## src/rtl/gf180mcu_osu_sc_gp12t3v3_pkg.sv

```systemverilog
// Shared definitions for the OAI-N1 pipelined cell family.
// Contents: MODE encodings (OAI = inverted output, OA = non-inverted) and
// the legal ranges of the N / W / STAGES parameters.
package gf180mcu_osu_sc_gp12t3v3_pkg;

    typedef enum int {
        MODE_OAI = 0,
        MODE_OA  = 1
    } mode_e;

    localparam int N_MIN      = 2;
    localparam int N_MAX      = 8;
    localparam int W_MIN      = 1;
    localparam int W_MAX      = 32;
    localparam int STAGES_MIN = 1;
    localparam int STAGES_MAX = 4;

endpackage

```

## src/rtl/gf180mcu_osu_sc_gp12t3v3__oain1_pipe_if.sv

```systemverilog
// Link between two pipeline positions: W data bits, valid/ready handshake
// and the scan-chain bit travelling in the same direction as the data.
//   master : drives valid, data, scan; reads ready
//   slave  : reads valid, data, scan; drives ready
interface gf180mcu_osu_sc_gp12t3v3__oain1_pipe_if
    import gf180mcu_osu_sc_gp12t3v3_pkg::*;
#(
    parameter int W = 1
);
    logic         valid;
    logic         ready;
    logic [W-1:0] data;
    logic         scan;

    modport master (output valid, output data, output scan, input ready);
    modport slave  (input valid, input data, input scan, output ready);
endinterface

```

## src/rtl/gf180mcu_osu_sc_gp12t3v3__oain1_stage.sv

```systemverilog
// One pipeline stage: W data flops plus a valid flop, with scan mux and
// advance logic.
//   i_clk   : rising-edge clock
//   i_rst_n : asynchronous active-low reset, clears valid and data
//   i_se    : scan enable; shifts the flops, suppresses the handshake
//   up      : upstream link (slave)  - operand in, ready out, scan in
//   dn      : downstream link (master) - result out, ready in, scan out
module gf180mcu_osu_sc_gp12t3v3__oain1_stage
    import gf180mcu_osu_sc_gp12t3v3_pkg::*;
#(
    parameter int W = 1
) (
    input  logic i_clk,
    input  logic i_rst_n,
    input  logic i_se,
    gf180mcu_osu_sc_gp12t3v3__oain1_pipe_if.slave  up,
    gf180mcu_osu_sc_gp12t3v3__oain1_pipe_if.master dn
);
    logic         r_valid;
    logic [W-1:0] r_data;
    logic [W-1:0] w_shift;
    logic         w_adv;

    // The stage may load when it is empty or its content leaves this cycle.
    assign w_adv    = ~r_valid | dn.ready;
    assign up.ready = ~i_se & w_adv;

    assign dn.valid = r_valid;
    assign dn.data  = r_data;
    assign dn.scan  = r_data[W-1];

    // Scan order inside a stage: scan-in -> valid -> data[0] -> ... -> data[W-1].
    always_comb begin
        w_shift    = '0;
        w_shift[0] = r_valid;
        for (int unsigned k = 1; k < W; k++) begin
            w_shift[k] = r_data[k-1];
        end
    end

    always_ff @(posedge i_clk or negedge i_rst_n) begin
        if (!i_rst_n) begin
            r_valid <= 1'b0;
            r_data  <= '0;
        end else if (i_se) begin
            r_valid <= up.scan;
            r_data  <= w_shift;
        end else if (w_adv) begin
            // A bubble clears valid but keeps the previous data.
            r_valid <= up.valid;
            if (up.valid) begin
                r_data <= up.data;
            end
        end
    end

endmodule

```

## src/rtl/gf180mcu_osu_sc_gp12t3v3__oain1_pipe.sv

```systemverilog
// Pipelined W-lane OR-AND(-invert) cell with valid/ready handshake and scan.
// Per lane k: F = (A[0*W+k] | ... | A[(N-1)*W+k]) & B[k]; Y = ~F (MODE=OAI)
// or F (MODE=OA), delivered STAGES cycles after acceptance.
//   CLK, RN             : clock (rising edge), async active-low reset
//   A[N*W], B[W]        : operand; lane k input i is A[i*W+k]
//   IN_VALID / IN_READY : input handshake (IN_READY combinational)
//   Y, OUT_VALID        : registered result and its valid flag
//   OUT_READY           : consumer accepts Y
//   SE, SI, SO          : scan enable / in / out over all stage flops
module gf180mcu_osu_sc_gp12t3v3__oain1_pipe
    import gf180mcu_osu_sc_gp12t3v3_pkg::*;
#(
    parameter int N      = 3,
    parameter int W      = 1,
    parameter int STAGES = 1,
    parameter int MODE   = 0
) (
    input  logic           CLK,
    input  logic           RN,
    input  logic [N*W-1:0] A,
    input  logic [W-1:0]   B,
    input  logic           IN_VALID,
    output logic           IN_READY,
    output logic [W-1:0]   Y,
    output logic           OUT_VALID,
    input  logic           OUT_READY,
    input  logic           SE,
    input  logic           SI,
    output logic           SO
);
    logic [W-1:0] w_or;
    logic [W-1:0] w_lane;

    // A is lane-interleaved, so each W-wide slice is one input index
    // across all lanes and the OR reduces slice by slice.
    always_comb begin
        w_or = '0;
        for (int unsigned i = 0; i < N; i++) begin
            w_or = w_or | A[i*W +: W];
        end
    end

    assign w_lane = (MODE == int'(MODE_OA)) ? (w_or & B) : ~(w_or & B);

    // u_link[s] feeds stage s; u_link[STAGES] is the output side.
    gf180mcu_osu_sc_gp12t3v3__oain1_pipe_if #(.W(W)) u_link [0:STAGES] ();

    assign u_link[0].valid = IN_VALID;
    assign u_link[0].data  = w_lane;
    assign u_link[0].scan  = SI;
    assign IN_READY        = u_link[0].ready;

    assign u_link[STAGES].ready = OUT_READY;
    assign OUT_VALID            = u_link[STAGES].valid;
    assign Y                    = u_link[STAGES].data;
    assign SO                   = u_link[STAGES].scan;

    for (genvar s = 0; s < STAGES; s++) begin : g_stage
        gf180mcu_osu_sc_gp12t3v3__oain1_stage #(.W(W)) u_stage (
            .i_clk   (CLK),
            .i_rst_n (RN),
            .i_se    (SE),
            .up      (u_link[s]),
            .dn      (u_link[s+1])
        );
    end

endmodule

```

## config.mk

```make
export PLATFORM = sky130hd
export DESIGN_NAME = gf180mcu_osu_sc_gp12t3v3__oain1_pipe
export DESIGN_NICKNAME = d
export VERILOG_FILES = /design/src/rtl/gf180mcu_osu_sc_gp12t3v3_pkg.sv /design/src/rtl/gf180mcu_osu_sc_gp12t3v3__oain1_pipe_if.sv /design/src/rtl/gf180mcu_osu_sc_gp12t3v3__oain1_stage.sv /design/src/rtl/gf180mcu_osu_sc_gp12t3v3__oain1_pipe.sv
export SDC_FILE = /design/constraint.sdc
export NUM_CORES = 1
export LEC_CHECK = 0
export CAP_MARGIN = 5
export CORE_AREA = 2 2 39 41
export CTS_CLUSTER_DIAMETER = 150
export CTS_CLUSTER_SIZE = 16
export DETAILED_ROUTE_END_ITERATION = 6
export DIE_AREA = 0 0 41 43
export PLACE_DENSITY = 0.43
export SYNTH_ARGS = -nofsm -noshare
export SYNTH_HDL_FRONTEND = slang
export SYNTH_HIERARCHICAL = 1
export SYNTH_SLANG_ARGS = --single-unit
export TNS_END_PERCENT = 100
```

## constraint.sdc

```tcl
create_clock -name CLK -period 2.6 [get_ports CLK]
set_input_delay 0.39 -clock CLK [delete_from_list [all_inputs] [get_ports CLK]]
set_output_delay 0.39 -clock CLK [all_outputs]
set_load 0.05 [all_outputs]
```

Word level (Yosys, flattened, before mapping)
Cells that the tools add are included.

Word-level logic and storage cells: 18. Bits of input ports: 10. Register bits after elaboration: 2.

Bitwise gates (word level): 8. Multiplexer cells: 5. Reduce and logical (&&, ||, !) cells: 3.

Operator list (count): $mux W1 (5); $reduce_bool A2 Y1 (2); $not A1 Y1 (3); $or A1 B1 Y1 (3); $and A1 B1 Y1 (2); $reduce_and A2 Y1 (1).

Logic depth before layout (Yosys ltp)
Gate-level depths: netlist of run 1.

Word-level depth: 7. Mapped depth: 4. Mapped depth without buffers: 4.

By module
The synthesis of run 1 kept the hierarchy.

By module, submodules not included: gf180mcu_osu_sc_gp12t3v3__oain1_stage (area an instance 121.4 um^2, cells an instance 15, instances 1, seq. area each 50.0 um^2); gf180mcu_osu_sc_gp12t3v3__oain1_pipe (area an instance 12.5 um^2, cells an instance 1, instances 1, seq. area each 0.0 um^2).

Worst setup path before layout of run 1
Ideal clock, no wire load.

Kind: register -> output. Start point: reg g_stage[0].u_stage.r_valid. End point: out IN_READY. Path slack: 0.775 ns. Cell stages (with the launch flop): 3. Data arrival time: 1.435 ns. Cell sequence: dfrtp_1 nor2b_1 nor2_1.

Cells in the longest elaborated chain, start to end: 3.

RTL lines: start, declared (RTL line gf180mcu_osu_sc_gp12t3v3__oain1_stage.sv:19) `logic r_valid;`; start signal, assigned (RTL line gf180mcu_osu_sc_gp12t3v3__oain1_stage.sv:46) `r_valid <= up.scan;`; start signal, assigned (RTL line gf180mcu_osu_sc_gp12t3v3__oain1_stage.sv:50) `r_valid <= up.valid;`; $not A1 Y1 (RTL line gf180mcu_osu_sc_gp12t3v3__oain1_stage.sv:25) `assign w_adv = ~r_valid | dn.ready;`; $or A1 B1 Y1 (RTL line gf180mcu_osu_sc_gp12t3v3__oain1_stage.sv:25); $and A1 B1 Y1 (RTL line gf180mcu_osu_sc_gp12t3v3__oain1_stage.sv:26) `assign up.ready = ~i_se & w_adv;`; end, declared (RTL line gf180mcu_osu_sc_gp12t3v3__oain1_pipe.sv:23) `output logic IN_READY,`.

No other way between the ends.

Worst setup path in the final report of run 1
Start point: in OUT_READY. End point: out IN_READY.

Cells in the longest elaborated chain, start to end: 2.

RTL lines: start, declared (RTL line gf180mcu_osu_sc_gp12t3v3__oain1_pipe.sv:26) `input logic OUT_READY,`; $or A1 B1 Y1 (RTL line gf180mcu_osu_sc_gp12t3v3__oain1_stage.sv:25); $and A1 B1 Y1 (RTL line gf180mcu_osu_sc_gp12t3v3__oain1_stage.sv:26).

No other way between the ends.

==> impl_results.md, run 1 <==
- Synthesized flop and latch total: 2
- CTS Root Cell: clkbuf_4
- TNS Setup: 0 ps
- Pin slew with the least headroom to its limit: 497 ps
- Critical Path End Type: primary output
- Count of cell types in the netlist: 12
- Clk sink count: 2
- Setup Crit Path Kind: primary input to primary output
- Worst path slowest cell: clkdlybuf4s50_1
- Die Wd: 41 um
- CP max stage delay: 810 ps
- Initial antenna violation count: 0
- Total congestion overflow: 0
- Sequential power share: 22.5%
- Net Sw Frac: 32.9%
- First-pass GRT wire length: 634 um
- Worst path required time: 2210 ps
- Critical path depth: 4
- Leakage: 0.123 nW
- P per Cell Area: 572 nW/um^2
- Comb pwr share: 37.8%
- Max Slew Vio Count: 0
- CP bufs+invs: 2
- WL/cell: 9.02 um
- # fillers: 148
- Share of cells above drive strength 1: 12.9%
- Core Footprint: 1380 sq um
- Tot Pwr: 0.171 mW
- Post-synth net total: 26
- H-tree levels: 1
- Die Y: 43 um
- Crit start category: primary input
- Slew HR: 66.7%
- Int Pwr: 0.115 mW
- Diodes inserted: 0
- Routed WL: 424 um
- DRT iter0 DRCs: 4
- Routed Antenna Nets: 0
- Rows: 14
- Clk Latency, worst-skew pair: 220 ps
- Via count: 169
- TritonCTS Buffers: 3
- Reg2reg path depth: 3
- Ports: 14
- Delay-heaviest family, CP: buffers and inverters
- RSZ-0062 raised after global routing: no
- Achievable frequency: 0.450 GHz
- Mapped Cells: 16
- DP Cell Count: 44
- Largest net degree at the start of global routing: 6
- Netlist Area Pre-Place: 134 sq um
- CP Cell Sequence: clkdlybuf4s50_1, nor2b_1, nor2_1, clkdlybuf4s50_1
- Clock share of power: 39.7%
- Mux share of post-synthesis cell area: 0%
- CP Max Fanout: 3
- # Max-Cap Violations: 0
- Synth Area per Inst: 8.37 sq um
- Final Cycle Share: 85.4%
- Drt drc: 0
- Clock slew at reported path FFs: 30 ps
- Critical path arrival: 1830 ps
- Sequential share of the synthesized area: 37.4%
- Post-CTS Setup Inserts: 0
- XOR/XNOR share of the synthesized area: 0%
- TritonCTS clock tree: yes
- Period minus WS final: 2220 ps
- Final nets: 43
- Net switching power: 0.0563 mW
- Final Hold Viols: 0
- Initial Utilization: 9.67%
- Non-filler cells, final: 47
- IO Port Bufs: 13
- Largest family of logic cells by synthesized area: compound AO/OA/AOI/OAI gates
- Synth warn: 6
- Hold Path Class: primary input to async pin
- Synth Area in Compound Gates: 29.0%
- Simple-gate area share of the yosys netlist: 25.2%
- Final setup violation count: 0
- Final Skew: 1.85 ps
- Peak supply drop: 177 uV
- Post-synthesis adder-cell area fraction: 0%
- Most used cell, CP: clkdlybuf4s50_1
- CTS Buffer Depth: 2
- CTS resizes: 0
- Die area: 1760 sq um
- Hold_buf cts: 0
- Status: completed
- GR Util All Layers: 6.23%
- Final GP Congestion: 0.603
- Pre-Repair DR Iteration Count: 3
- Vias per cell: 3.60
- Area Overhead vs Synth: 123%
- Vias in the first global route: 160
-- logic make-up after synthesis --
family | Yosys count
compound gates | 5
buf+inv | 2
flops | 2
simple gates | 7
-- per-stage QoR --
stage	util (%)	instance area, sq um	setup WS [ps]	hold WS [ps]
finish	21.6	299	380	328
global route	21.6	299	270	317
CTS	21.6	299	372	318
detailed placement	20.0	277	373	563
global placement	20.0	277	381	553
floorplan	-	134	775	94.4
-- worst reg2reg max path, cell delays in order (launching register included) --
cell     delay [ps]
dfrtp_1         400
nor2b_1         150
o31ai_1         230
o21ai_1         100
-- layout by cell type (no fill, tap or decap) --
master	instances
a2bb2oi_1	1
and3_1	1
clkbuf_4	3
clkdlybuf4s50_1	13
dfrtp_1	2
inv_1	1
nand2_1	2
nor2_1	2
nor2b_1	2
o21ai_0	1
o21ai_1	1
o31ai_1	1
o31ai_2	1
-- sequential cells by signal, indices dropped and copies added (netlist names) --
name / cells
g_stage.u_stage/dn.data: 1
g_stage.u_stage/dn.valid: 1
-- area by class of cell --
type,instances,area [sq um],area share [%]
inverters,1,3.75,1.26
repair buffers,13,130,43.5
flip-flops and latches,2,50.0,16.7
multi-input cells,12,72.6,24.3
clock buffers,3,22.5,7.53
well taps,16,20.0,6.69
-- path summary, 6_finish.rpt --
kind	slack, ps	end	start
setup / recovery	380	IN_READY	OUT_READY
hold / removal	330	g_stage[0].u_stage/dn.data	RN
setup reg to reg	1600	g_stage[0].u_stage/dn.data	g_stage[0].u_stage/dn.data
hold reg to reg	570	g_stage[0].u_stage/dn.data	g_stage[0].u_stage/dn.valid
max in group asynchronous	2160	g_stage[0].u_stage/dn.valid	RN
min in group CLK	570	g_stage[0].u_stage/dn.data	g_stage[0].u_stage/dn.valid
-- synth_stat cells --
library cell	number	share of area, %
nor2b_1	2	9.3
dfrtp_1	2	37
nand2_1	2	5.6
nor2_1	2	5.6
and3_1	1	4.7
o31ai_2	1	9.3
a2bb2oi_1	1	6.5
o21ai_0	1	3.7
o31ai_1	1	5.6
buf_4	1	5.6
inv_1	1	2.8
o21ai_1	1	3.7
-- power by group through the flow --
stage	sequential, mW	combinational [mW]	clock, mW
floorplan	0.0502	0.0247	0
detailed placement	0.0388	0.0646	0
finish	0.0385	0.0646	0.0679
global route	0.0392	0.0688	0.0775
CTS	0.0386	0.0646	0.0733
global placement	0.0385	0.0641	0
-- layer usage --
metal / routed length (um) / vias up / global-route usage [%]
li1: - / 88 / -
met1: 198 / 67 / 8.71
met2: 139 / 14 / 5.00
met3: 85 / 0 / 5.24
met4: 0 / 0 / 6.00
met5: 0 / - / 0
Note: power is estimated with default switching activity, not from simulation.
==> inputs of run 2 (changes only) <==
--- a/config.mk
+++ b/config.mk
@@ -6,12 +6,14 @@
 export NUM_CORES = 1
 export LEC_CHECK = 0
 export CAP_MARGIN = 5
+export CELL_PAD_IN_SITES_DETAIL_PLACEMENT = 0
+export CELL_PAD_IN_SITES_GLOBAL_PLACEMENT = 1
 export CORE_AREA = 2 2 39 41
 export CTS_CLUSTER_DIAMETER = 150
 export CTS_CLUSTER_SIZE = 16
 export DETAILED_ROUTE_END_ITERATION = 6
 export DIE_AREA = 0 0 41 43
-export PLACE_DENSITY = 0.43
+export PLACE_DENSITY = 0.56
 export SYNTH_ARGS = -nofsm -noshare
 export SYNTH_HDL_FRONTEND = slang
 export SYNTH_HIERARCHICAL = 1
==> run 2 against run 1 <==
Against the previous run:
- worst setup slack worse by 27 ps
- wire length decreased by 1.4%
- first-iteration DRC count grew 50%
- core utilization stayed put
- total power down 0.47%
- cell count stayed put
- combinational power about the same
- clock-buffer cell count unchanged
- global-route usage fell by 0.11 points
- critical endpoint unchanged
- highest routed layer unchanged
==> impl_results.md, run 2 (synthesis results as in run 1) <==
- Status: completed (unchanged)
- Area Overhead vs Synth: 123% (unchanged)
- Routed Antenna Nets: 0 (unchanged)
- Ports: 14 (unchanged)
- Net Sw Frac: 32.6% (was 32.9%)
- Sequential power share: 22.6% (was 22.5%)
- Initial antenna violation count: 0 (unchanged)
- Pre-Repair DR Iteration Count: 2 (was 3)
- Clock share of power: 39.6% (was 39.7%)
- Vias per cell: 3.60 (unchanged)
- Hold_buf cts: 0 (unchanged)
- Final GP Congestion: 0.602 (was 0.603)
- Share of cells above drive strength 1: 12.9% (unchanged)
- Rows: 14 (unchanged)
- First-pass GRT wire length: 676 um (was 634 um)
- RSZ-0062 raised after global routing: no (unchanged)
- Achievable frequency: 0.445 GHz (was 0.450 GHz)
- Critical Path End Type: primary output (unchanged)
- Die Wd: 41 um (unchanged)
- Int Pwr: 0.115 mW (about the same)
- Comb pwr share: 37.8% (about the same)
- TritonCTS Buffers: 3 (unchanged)
- Largest net degree at the start of global routing: 6 (unchanged)
- Core Footprint: 1380 sq um (unchanged)
- Max Slew Vio Count: 0 (unchanged)
- Final Skew: 3.05 ps (was 1.85 ps)
- Most frequent cells in the layout: 13 x clkdlybuf4s50_1, 3 x clkbuf_4 (unchanged)
- R2r setup slk: 1630 ps (was 1600 ps)
- Setup Crit Path Kind: primary input to primary output (unchanged)
- Final nets: 43 (unchanged)
- H-tree levels: 1 (unchanged)
- Most common library cell in the layout ignoring fill and taps: clkdlybuf4s50_1 (unchanged)
- Clk Latency, worst-skew pair: 220 ps (about the same)
- Worst path required time: 2210 ps (about the same)
- Net switching power: 0.0555 mW (was 0.0563 mW)
- Routed WL: 418 um (was 424 um)
- Hold Path Class: primary input to async pin (unchanged)
- CTS resizes: 0 (unchanged)
- Final setup violation count: 0 (unchanged)
- Pin slew with the least headroom to its limit: 493 ps (was 497 ps)
- Crit start category: primary input (unchanged)
- Die Y: 43 um (unchanged)
- CTS Root Cell: clkbuf_4 (unchanged)
- Tot Pwr: 0.170 mW (was 0.171 mW)
- # Max-Cap Violations: 0 (unchanged)
- Clock slew at reported path FFs: 30 ps (about the same)
- Vias in the first global route: 178 (was 160)
- Diodes inserted: 0 (unchanged)
- TNS Setup: 0 ps (unchanged)
- TritonCTS clock tree: yes (unchanged)
- Period minus WS final: 2250 ps (was 2220 ps)
- Final Hold Viols: 0 (unchanged)
- Placed inst area: 277 sq um (unchanged)
- Die area: 1760 sq um (unchanged)
- Peak supply drop: 133 uV (was 177 uV)
- Slew HR: 67.0% (was 66.7%)
- WL/cell: 8.89 um (was 9.02 um)
- CTS Buffer Depth: 2 (unchanged)
- Total congestion overflow: 0 (unchanged)
- DRT iter0 DRCs: 6 (was 4)
- Post-CTS Setup Inserts: 0 (unchanged)
- Final Util: 21.6% (unchanged)
- P per Cell Area: 569 nW/um^2 (was 572 nW/um^2)
- IO Port Bufs: 13 (unchanged)
- GR Util All Layers: 6.12% (was 6.23%)
- Post-route design area: 299 sq um (unchanged)
- Clk sink count: 2 (unchanged)
- # fillers: 148 (unchanged)
- Final Cycle Share: 86.4% (was 85.4%)
- Hpwl dp: 350 um
- Leakage: 0.123 nW (unchanged)
- Drt drc: 0 (unchanged)
- Hold WS: 331 ps (was 328 ps)
- Critical path arrival: 1860 ps (was 1830 ps)
- Initial Utilization: 9.67% (unchanged)
- Via count: 169 (unchanged)
- CP Max Fanout: 3 (unchanged)
[run 2: worst paths after layout]
check                                            start                          end  cells past startpoint
setup / recovery                             OUT_READY                     IN_READY                      4
hold / removal                                      RN   g_stage[0].u_stage/dn.data                      1
setup reg to reg            g_stage[0].u_stage/dn.data   g_stage[0].u_stage/dn.data                      3
hold reg to reg            g_stage[0].u_stage/dn.valid   g_stage[0].u_stage/dn.data                      2
max in group asynchronous                           RN  g_stage[0].u_stage/dn.valid                      1
min in group CLK           g_stage[0].u_stage/dn.valid   g_stage[0].u_stage/dn.data                      2
[run 2: layout make-up]
class	count	area, sq um	share of cell area, %
Tap cell	16	20.0	6.69
Clock buffer	3	22.5	7.53
Multi-Input combinational cell	12	72.6	24.3
Sequential cell	2	50.0	16.7
Timing Repair Buffer	13	130	43.5
Inverter	1	3.75	1.26
[run 2: critical path: stages]
cell and delay (ps):
clkdlybuf4s50_1 490, nor2b_1 70, nor2_1 100, clkdlybuf4s50_1 810
[run 2: routing by layer]
layer / GRT usage [%] / share of wire [%] / vias to the layer above
met4: 4.00 / 0 / 0
met2: 6.25 / 32 / 14
met3: 5.24 / 20 / 0
met5: 0 / 0 / -
met1: 8.04 / 48 / 70
li1: - / - / 85
[run 2: power by group through the flow]
stage	Combinational (mW)	Clock, mW	Sequential, mW
2_1_floorplan	0.0247	0	0.0502
3_3_place_gp	0.0642	0	0.0385
3_5_place_dp	0.0647	0	0.0389
4_1_cts	0.0648	0.0710	0.0387
5_1_grt	0.0683	0.0726	0.0394
6_report	0.0644	0.0674	0.0385
[run 2: stage by stage]
stage / setup slack (ps) / std cells
floorplan: 775 / 16
global placement: 378 / 44
detailed placement: 357 / 44
CTS: 345 / 47
global route: 320 / 47
finish: 353 / 47
==> inputs of run 3 (changes only) <==
--- a/config.mk
+++ b/config.mk
@@ -13,6 +13,7 @@
 export CTS_CLUSTER_SIZE = 16
 export DETAILED_ROUTE_END_ITERATION = 6
 export DIE_AREA = 0 0 41 43
+export MAX_ROUTING_LAYER = met4
 export PLACE_DENSITY = 0.56
 export SYNTH_ARGS = -nofsm -noshare
 export SYNTH_HDL_FRONTEND = slang
==> results of run 3 <==
The final DEF is identical to that of run 2; final timing and power are the same.
Main changes from that run: final weighted congestion in routability-driven placement 0.602 -> 0.606; overall routing resource usage 6.12% -> 6.28%
